### config.mk
export PLATFORM = sky130hd
export DESIGN_NAME = addsub_rr_sched_flat
export DESIGN_NICKNAME = d
export VERILOG_FILES = /design/src/rtl/addsub_sched_pkg.sv /design/src/rtl/addsub_rr_sched_if.sv /design/src/rtl/add_sub.sv /design/src/rtl/addsub_rr_sched_rr_pick.sv /design/src/rtl/addsub_rr_sched.sv /design/src/flat_wrapper.sv
export SDC_FILE = /design/constraint.sdc
export NUM_CORES = 1
export LEC_CHECK = 0
export BUFFER_PORTS_ARGS = -buffer_cell sky130_fd_sc_hd__buf_2
export CAP_MARGIN = 5
export CORE_UTILIZATION = 45
export CTS_CLUSTER_SIZE = 28
export DETAILED_ROUTE_END_ITERATION = 7
export GPL_TIMING_DRIVEN = 1
export PLACE_DENSITY = 0.74
export SLEW_MARGIN = 10
export SYNTH_ARGS = -nofsm -noshare
export SYNTH_HDL_FRONTEND = slang
export SYNTH_SLANG_ARGS = --single-unit
### constraint.sdc
create_clock -name clk -period 4.2 [get_ports clk]
set_input_delay 0.84 -clock clk [delete_from_list [all_inputs] [get_ports clk]]
set_output_delay 0.84 -clock clk [all_outputs]
set_load 0.05 [all_outputs]
### src/rtl/addsub_sched_pkg.sv
// Shared definitions for the add_sub round-robin scheduler.
//   DW / RW        : operand width and add_sub result width (carry included)
//   sched_state_t  : scheduler FSM states
//   ovf_f          : two's complement overflow of the low DW bits of a result
package addsub_sched_pkg;

    localparam int DW = 8;
    localparam int RW = DW + 1;

    typedef enum logic [1:0] {
        IDLE = 2'd0,
        CALC = 2'd1,
        HOLD = 2'd2
    } sched_state_t;

    // Arguments are the sign bits only: a, b, the sub control and result bit DW-1.
    // For a subtract the effective second operand sign is b ^ sub.
    function automatic logic ovf_f(input logic a, input logic b, input logic sub, input logic s);
        return (a == (b ^ sub)) && (s != a);
    endfunction

endpackage

### src/rtl/addsub_rr_sched_if.sv
// Requester / response bundle of the add_sub scheduler.
//   req_valid/req_ready : per-requester handshake (ready is one-hot or zero)
//   req_a/req_b         : packed 8-bit operands, requester i at [8*i+7:8*i]
//   req_sub             : per-requester operation, 0 = A+B, 1 = A-B
//   rsp_valid/rsp_ready : result handshake
//   rsp_id/rsp_sum/rsp_ovf : owner id, 9-bit result, signed overflow
//   busy                : scheduler not idle
// slave = scheduler side, master = requester/consumer side.
interface addsub_rr_sched_if #(
    parameter int NREQ = 4
);
    localparam int IDW = $clog2(NREQ);

    logic [NREQ-1:0]   req_valid;
    logic [NREQ-1:0]   req_ready;
    logic [NREQ*8-1:0] req_a;
    logic [NREQ*8-1:0] req_b;
    logic [NREQ-1:0]   req_sub;
    logic              rsp_valid;
    logic              rsp_ready;
    logic [IDW-1:0]    rsp_id;
    logic [8:0]        rsp_sum;
    logic              rsp_ovf;
    logic              busy;

    modport slave (
        input  req_valid, req_a, req_b, req_sub, rsp_ready,
        output req_ready, rsp_valid, rsp_id, rsp_sum, rsp_ovf, busy
    );

    modport master (
        output req_valid, req_a, req_b, req_sub, rsp_ready,
        input  req_ready, rsp_valid, rsp_id, rsp_sum, rsp_ovf, busy
    );
endinterface

### src/rtl/add_sub.sv
// Shared 8-bit adder/subtractor.
//   A, B      : operands
//   addsuben  : 0 = A+B, 1 = A-B
//   S         : {carry, sum}; for subtract S[8] is the no-borrow flag (A >= B)
module add_sub (
    input  logic [7:0] A,
    input  logic [7:0] B,
    input  logic       addsuben,
    output logic [8:0] S
);
    logic [7:0] b_eff;

    always_comb begin
        b_eff = addsuben ? ~B : B;
        S     = {1'b0, A} + {1'b0, b_eff} + {8'd0, addsuben};
    end
endmodule

### src/rtl/addsub_rr_sched_rr_pick.sv
// Combinational rotate-priority encoder.
//   req        : request vector
//   ptr        : index with highest priority this cycle (0..N-1)
//   gnt_onehot : one-hot winner (zero when no request)
//   gnt_idx    : winner index
//   any        : at least one request
module rr_pick #(
    parameter int unsigned N = 4
) (
    input  logic [N-1:0]         req,
    input  logic [$clog2(N)-1:0] ptr,
    output logic [N-1:0]         gnt_onehot,
    output logic [$clog2(N)-1:0] gnt_idx,
    output logic                 any
);
    localparam int IW = $clog2(N);
    localparam int SW = IW + 1;

    logic [SW-1:0] pos;
    logic [IW-1:0] idx;

    // Scan ptr, ptr+1, ... with an explicit wrap so that non power-of-two N works.
    always_comb begin
        gnt_onehot = '0;
        gnt_idx    = '0;
        any        = 1'b0;
        pos        = '0;
        idx        = '0;
        for (int unsigned off = 0; off < N; off++) begin
            pos = {1'b0, ptr} + SW'(off);
            if (pos >= SW'(N)) begin
                pos = pos - SW'(N);
            end
            idx = pos[IW-1:0];
            if (!any && req[idx]) begin
                any             = 1'b1;
                gnt_idx         = idx;
                gnt_onehot[idx] = 1'b1;
            end
        end
    end
endmodule

### src/rtl/addsub_rr_sched.sv
// Round-robin scheduler sharing one add_sub among NREQ requesters.
//   clk  : clock, rising edge
//   rst  : asynchronous active-high reset
//   bus  : slave side of addsub_rr_sched_if (request handshake, operands,
//          result handshake, busy)
// Flow: IDLE grants one requester and registers its operands, CALC drives
// add_sub and registers the result, HOLD presents it until rsp_ready.
module addsub_rr_sched
    import addsub_sched_pkg::*;
#(
    parameter int NREQ = 4
) (
    input  logic                clk,
    input  logic                rst,
    addsub_rr_sched_if.slave    bus
);
    localparam int IDW = $clog2(NREQ);

    sched_state_t   state_q, state_d;
    logic [IDW-1:0] rr_ptr_q, rr_ptr_d;
    logic [DW-1:0]  a_q, a_d;
    logic [DW-1:0]  b_q, b_d;
    logic           sub_q, sub_d;
    logic [IDW-1:0] id_q, id_d;
    logic           rsp_valid_q, rsp_valid_d;
    logic [IDW-1:0] rsp_id_q, rsp_id_d;
    logic [RW-1:0]  rsp_sum_q, rsp_sum_d;
    logic           rsp_ovf_q, rsp_ovf_d;

    logic [NREQ-1:0] gnt_onehot;
    logic [IDW-1:0]  gnt_idx;
    logic            gnt_any;
    logic [DW-1:0]   a_sel, b_sel;
    logic            sub_sel;
    logic [RW-1:0]   s;

    rr_pick #(.N(NREQ)) u_pick (
        .req        (bus.req_valid),
        .ptr        (rr_ptr_q),
        .gnt_onehot (gnt_onehot),
        .gnt_idx    (gnt_idx),
        .any        (gnt_any)
    );

    add_sub u_add_sub (
        .A        (a_q),
        .B        (b_q),
        .addsuben (sub_q),
        .S        (s)
    );

    // Operand mux driven by the one-hot grant.
    always_comb begin
        a_sel   = '0;
        b_sel   = '0;
        sub_sel = 1'b0;
        for (int unsigned i = 0; i < NREQ; i++) begin
            if (gnt_onehot[i]) begin
                a_sel   = bus.req_a[DW*i +: DW];
                b_sel   = bus.req_b[DW*i +: DW];
                sub_sel = bus.req_sub[i];
            end
        end
    end

    always_comb begin
        state_d     = state_q;
        rr_ptr_d    = rr_ptr_q;
        a_d         = a_q;
        b_d         = b_q;
        sub_d       = sub_q;
        id_d        = id_q;
        rsp_valid_d = rsp_valid_q;
        rsp_id_d    = rsp_id_q;
        rsp_sum_d   = rsp_sum_q;
        rsp_ovf_d   = rsp_ovf_q;

        case (state_q)
            IDLE: begin
                if (gnt_any) begin
                    a_d      = a_sel;
                    b_d      = b_sel;
                    sub_d    = sub_sel;
                    id_d     = gnt_idx;
                    rr_ptr_d = (gnt_idx == IDW'(NREQ - 1)) ? '0 : gnt_idx + IDW'(1);
                    state_d  = CALC;
                end
            end
            CALC: begin
                rsp_sum_d   = s;
                rsp_id_d    = id_q;
                rsp_ovf_d   = ovf_f(a_q[DW-1], b_q[DW-1], sub_q, s[DW-1]);
                rsp_valid_d = 1'b1;
                state_d     = HOLD;
            end
            HOLD: begin
                if (bus.rsp_ready) begin
                    rsp_valid_d = 1'b0;
                    state_d     = IDLE;
                end
            end
            default: begin
                state_d = IDLE;
            end
        endcase
    end

    always_ff @(posedge clk or posedge rst) begin
        if (rst) begin
            state_q     <= IDLE;
            rr_ptr_q    <= '0;
            a_q         <= '0;
            b_q         <= '0;
            sub_q       <= 1'b0;
            id_q        <= '0;
            rsp_valid_q <= 1'b0;
            rsp_id_q    <= '0;
            rsp_sum_q   <= '0;
            rsp_ovf_q   <= 1'b0;
        end else begin
            state_q     <= state_d;
            rr_ptr_q    <= rr_ptr_d;
            a_q         <= a_d;
            b_q         <= b_d;
            sub_q       <= sub_d;
            id_q        <= id_d;
            rsp_valid_q <= rsp_valid_d;
            rsp_id_q    <= rsp_id_d;
            rsp_sum_q   <= rsp_sum_d;
            rsp_ovf_q   <= rsp_ovf_d;
        end
    end

    // Grant is offered only while idle; it never depends on rsp_ready.
    assign bus.req_ready = (state_q == IDLE) ? gnt_onehot : '0;
    assign bus.busy      = (state_q != IDLE);
    assign bus.rsp_valid = rsp_valid_q;
    assign bus.rsp_id    = rsp_id_q;
    assign bus.rsp_sum   = rsp_sum_q;
    assign bus.rsp_ovf   = rsp_ovf_q;
endmodule

### src/flat_wrapper.sv
// flat-port wrapper written by rule: the top's interface ports become plain ports
module addsub_rr_sched_flat import addsub_sched_pkg::*;
#(
    parameter int NREQ = 4
)
  (clk, rst, bus_req_valid, bus_req_a, bus_req_b, bus_req_sub, bus_rsp_ready, bus_req_ready, bus_rsp_valid, bus_rsp_id, bus_rsp_sum, bus_rsp_ovf, bus_busy);
  addsub_rr_sched_if #(.NREQ(NREQ)) bus_i ();
  input  logic clk;
  input  logic rst;
  input wire logic [$bits(bus_i.req_valid)-1:0] bus_req_valid;
  input wire logic [$bits(bus_i.req_a)-1:0] bus_req_a;
  input wire logic [$bits(bus_i.req_b)-1:0] bus_req_b;
  input wire logic [$bits(bus_i.req_sub)-1:0] bus_req_sub;
  input wire logic [$bits(bus_i.rsp_ready)-1:0] bus_rsp_ready;
  output wire logic [$bits(bus_i.req_ready)-1:0] bus_req_ready;
  output wire logic [$bits(bus_i.rsp_valid)-1:0] bus_rsp_valid;
  output wire logic [$bits(bus_i.rsp_id)-1:0] bus_rsp_id;
  output wire logic [$bits(bus_i.rsp_sum)-1:0] bus_rsp_sum;
  output wire logic [$bits(bus_i.rsp_ovf)-1:0] bus_rsp_ovf;
  output wire logic [$bits(bus_i.busy)-1:0] bus_busy;
  assign bus_i.req_valid = bus_req_valid;
  assign bus_i.req_a = bus_req_a;
  assign bus_i.req_b = bus_req_b;
  assign bus_i.req_sub = bus_req_sub;
  assign bus_i.rsp_ready = bus_rsp_ready;
  assign bus_req_ready = bus_i.req_ready;
  assign bus_rsp_valid = bus_i.rsp_valid;
  assign bus_rsp_id = bus_i.rsp_id;
  assign bus_rsp_sum = bus_i.rsp_sum;
  assign bus_rsp_ovf = bus_i.rsp_ovf;
  assign bus_busy = bus_i.busy;
  addsub_rr_sched #(.NREQ(NREQ)) u_core (.clk(clk), .rst(rst), .bus(bus_i));
endmodule
==> impl_metrics.env <==
export IMPL_outcome="completed"
export IMPL_maxSlewViolCount=0
export IMPL_via_per_inst=5.70
export IMPL_dpl_cell_area_um2=3850
export IMPL_drt_wl_total_um=8870
export IMPL_worstHoldPathType="reg -> reg"
export IMPL_cts_root_buf="clkbuf_8"
export IMPL_tightest_slew_ps=739
export IMPL_crit_start="u_core.rr_ptr_q[1]"
export IMPL_cts_tree="built"
export IMPL_synth_area_leaders="dfrtp_1, nand3b_1, nand2_1"
export IMPL_endpoint_kind="output pin"
export IMPL_die_area_um2=7760
export IMPL_maxCapViolations=0
export IMPL_cp_required_ps=3360
export IMPL_synth_top_area_share=0.270
export IMPL_path_buf_inv=2
export IMPL_fin_tns_setup_ps=0
export IMPL_yosys_warnings=0
export IMPL_gr_total_overflow=0
export IMPL_syn_area_um2=3340
export IMPL_drive_above_1_share=0.285
export IMPL_reg2reg_from="u_core.rr_ptr_q[1]"
export IMPL_grt_usage=0.234
export IMPL_gp_congestion=0.871
export IMPL_cts_sinks=36
export IMPL_r2r_slack_ps=1100
export IMPL_fin_worst_hold_slack_ps=472
export IMPL_path_depth=8
export IMPL_crit_chain="inv_1, ha_1, mux4_2, nor2_2, and4_1, nor2_1, nor2_1, buf_2"
export IMPL_diodes=0
export IMPL_regToRegEndpoint="u_core.a_q[5]"
export IMPL_crit_family="simple AND/OR/NAND/NOR gates"
export IMPL_core_um2=7210
export IMPL_period_share=0.858
export IMPL_ys_types=49
export IMPL_drtIter0Drc=175
export IMPL_grt_pass1_vias=2897
export IMPL_fin_skew_ps=2.84
export IMPL_worst_setup_path_start_kind="flop"
export IMPL_nNetsFinal=562
export IMPL_setup_viol=0
export IMPL_die_h_um=88.1
export IMPL_fin_crit_ps=3600
export IMPL_wl_per_cell_um=15.5
export IMPL_h_tree_depth=2
export IMPL_synth_most_common_cell="nand2_1"
export IMPL_io_buffers=92
export IMPL_hp_start="u_core.bus.rsp_sum[1]"
export IMPL_synth_seq_cells=36
export IMPL_postRouteAntennaNets=0
export IMPL_multi_input_area_um2=2230
export IMPL_worstSetupPathType="reg -> out"
export IMPL_die_width_um=88.1
export IMPL_slowest_delay_ps=460
export IMPL_relSlewSlack=0.507
export IMPL_drc=0
export IMPL_timing_final_hold_violations=0
export IMPL_synth_fp_nets=484
export IMPL_clk_pin_slew_ps=70
export IMPL_crit_top_cell="nor2_1"
export IMPL_clk_latency_ps=280
export IMPL_dp_cells=564
export IMPL_cts_resized=0
export IMPL_cts_made_buffers=5
export IMPL_synth_edf_count=0
export IMPL_grt_max_degree=37
export IMPL_slowest_stage="mux4_2"
export IMPL_hold_buffers=0
export IMPL_dr_pass1_iters=5
export IMPL_synth_common_cells="nand2_1, nand3b_1, dfrtp_1, nor2_1"
export IMPL_final_seq_area_um2=901
export IMPL_netlist_instances=394
export IMPL_initial_core_util=0.462
export IMPL_rsz0062_at_grt="false"
export IMPL_async_flop_share=1.00
export IMPL_stdcell_area_um2=3930
export IMPL_fillers=706
export IMPL_cts_setup_buffers=0
export IMPL_synth_area_per_cell_um2=8.47
export IMPL_cp_max_fo=10
export IMPL_yosysSeqAreaShare=0.270
export IMPL_synth_ff_type="dfrtp_1"
export IMPL_num_rows=31
export IMPL_netlist_top_cell_by_area="dfrtp_1"
export IMPL_pin_count=93
export IMPL_fmax_mhz=277
export IMPL_vias=3262
export IMPL_hpwl_um=7100
export IMPL_layoutNonFillerInstCount=572
export IMPL_hold_path_depth=2
export IMPL_cts_path_max_buffers=2
export IMPL_min_to="u_core.bus.rsp_sum[1]"
export IMPL_grt_first_pass_wirelength_um=14000
export IMPL_reg2reg_depth=8
export IMPL_syn2layout_area_growth_pct=17.9
export IMPL_worst_ep_arrival_time_ps=2760
export IMPL_antenna_found_initial=0
## sequential cells by signal, indices dropped and copies added, names as in the netlist, named ones only
register,flops
u_core.id_q,2
u_core.a_q,8
u_core.sub_q,1
u_core.bus.rsp_sum,9
u_core.bus.rsp_ovf,1
u_core.bus.rsp_valid,1
u_core.b_q,8
u_core.bus.rsp_id,2
u_core.rr_ptr_q,1
u_core.state_q,2
## routing by layer
layer	GRT usage	wire, um
met1	0.324	4050
met2	0.384	4160
met3	0.0254	456
met4	0.0718	200
met5	0	0
## worst max-delay path by stage
stage | slack [ps] | to
3_3_place_gp | 690 | bus_req_ready[1]
4_1_cts | 630 | bus_req_ready[1]
3_5_place_dp | 660 | bus_req_ready[1]
6_report | 600 | bus_req_ready[1]
2_1_floorplan | 5 | bus_req_ready[3]
5_1_grt | 450 | bus_req_ready[1]
## kinds of logic after synthesis
group,Yosys count,share of synthesized area
AND/OR/NAND/NOR,156,0.239
AO/OA/AOI/OAI,116,0.278
buffers and inverters,44,0.0638
flip-flops,36,0.270
XOR/XNOR,17,0.0446
adder cells (fa/ha/maj),15,0.0585
multiplexers,10,0.0461
## per-stage QoR
step / setup slack, ps / util
after floorplan: 4.58 / -
after global placement: 685 / 0.533
after detailed placement: 657 / 0.533
after CTS: 629 / 0.545
after global routing: 449 / 0.545
final: 596 / 0.545
## placed cells by master (no fill, tap or decap), types with 2 or more instances in the layout
cell type | synthesis | final
a2111oi_0 | 8 | 8
a2111oi_2 | 8 | 8
a21o_1 | 2 | 2
a21oi_1 | 16 | 15
a31oi_1 | 19 | 19
and2_1 | 2 | 2
buf_2 | 8 | 92
buf_4 | 2 | 13
clkbuf_8 | 0 | 5
clkinv_2 | 0 | 2
dfrtp_1 | 36 | 36
ha_1 | 14 | 14
inv_1 | 10 | 10
mux2_2 | 3 | 3
mux2i_1 | 3 | 3
mux4_2 | 4 | 4
nand2_1 | 59 | 59
nand2b_1 | 4 | 4
nand3b_1 | 37 | 37
nor2_1 | 26 | 26
nor2b_1 | 2 | 2
nor3_1 | 19 | 19
o211ai_1 | 2 | 2
o21a_1 | 17 | 17
o21ai_0 | 12 | 12
o221ai_1 | 19 | 19
o31ai_1 | 2 | 2
xnor2_1 | 5 | 5
xor2_1 | 12 | 12
## cell type report
cell class                 count  share of cell area
timing repair buffer         105               0.142
inverter                      10             0.00954
clock inverter                 3             0.00477
clock buffer                   5              0.0175
multi-input combinational    314               0.566
sequential                    36               0.229
tap                           99              0.0315
## worst min-delay path, cell delays in order (launching register included)
cell	delay, ps
dfrtp_1	340
nand2_1	50
nand2_1	50
Power is not shown: default switching activity piles up to over one toggle a cycle in this logic, so the estimate is an artifact.
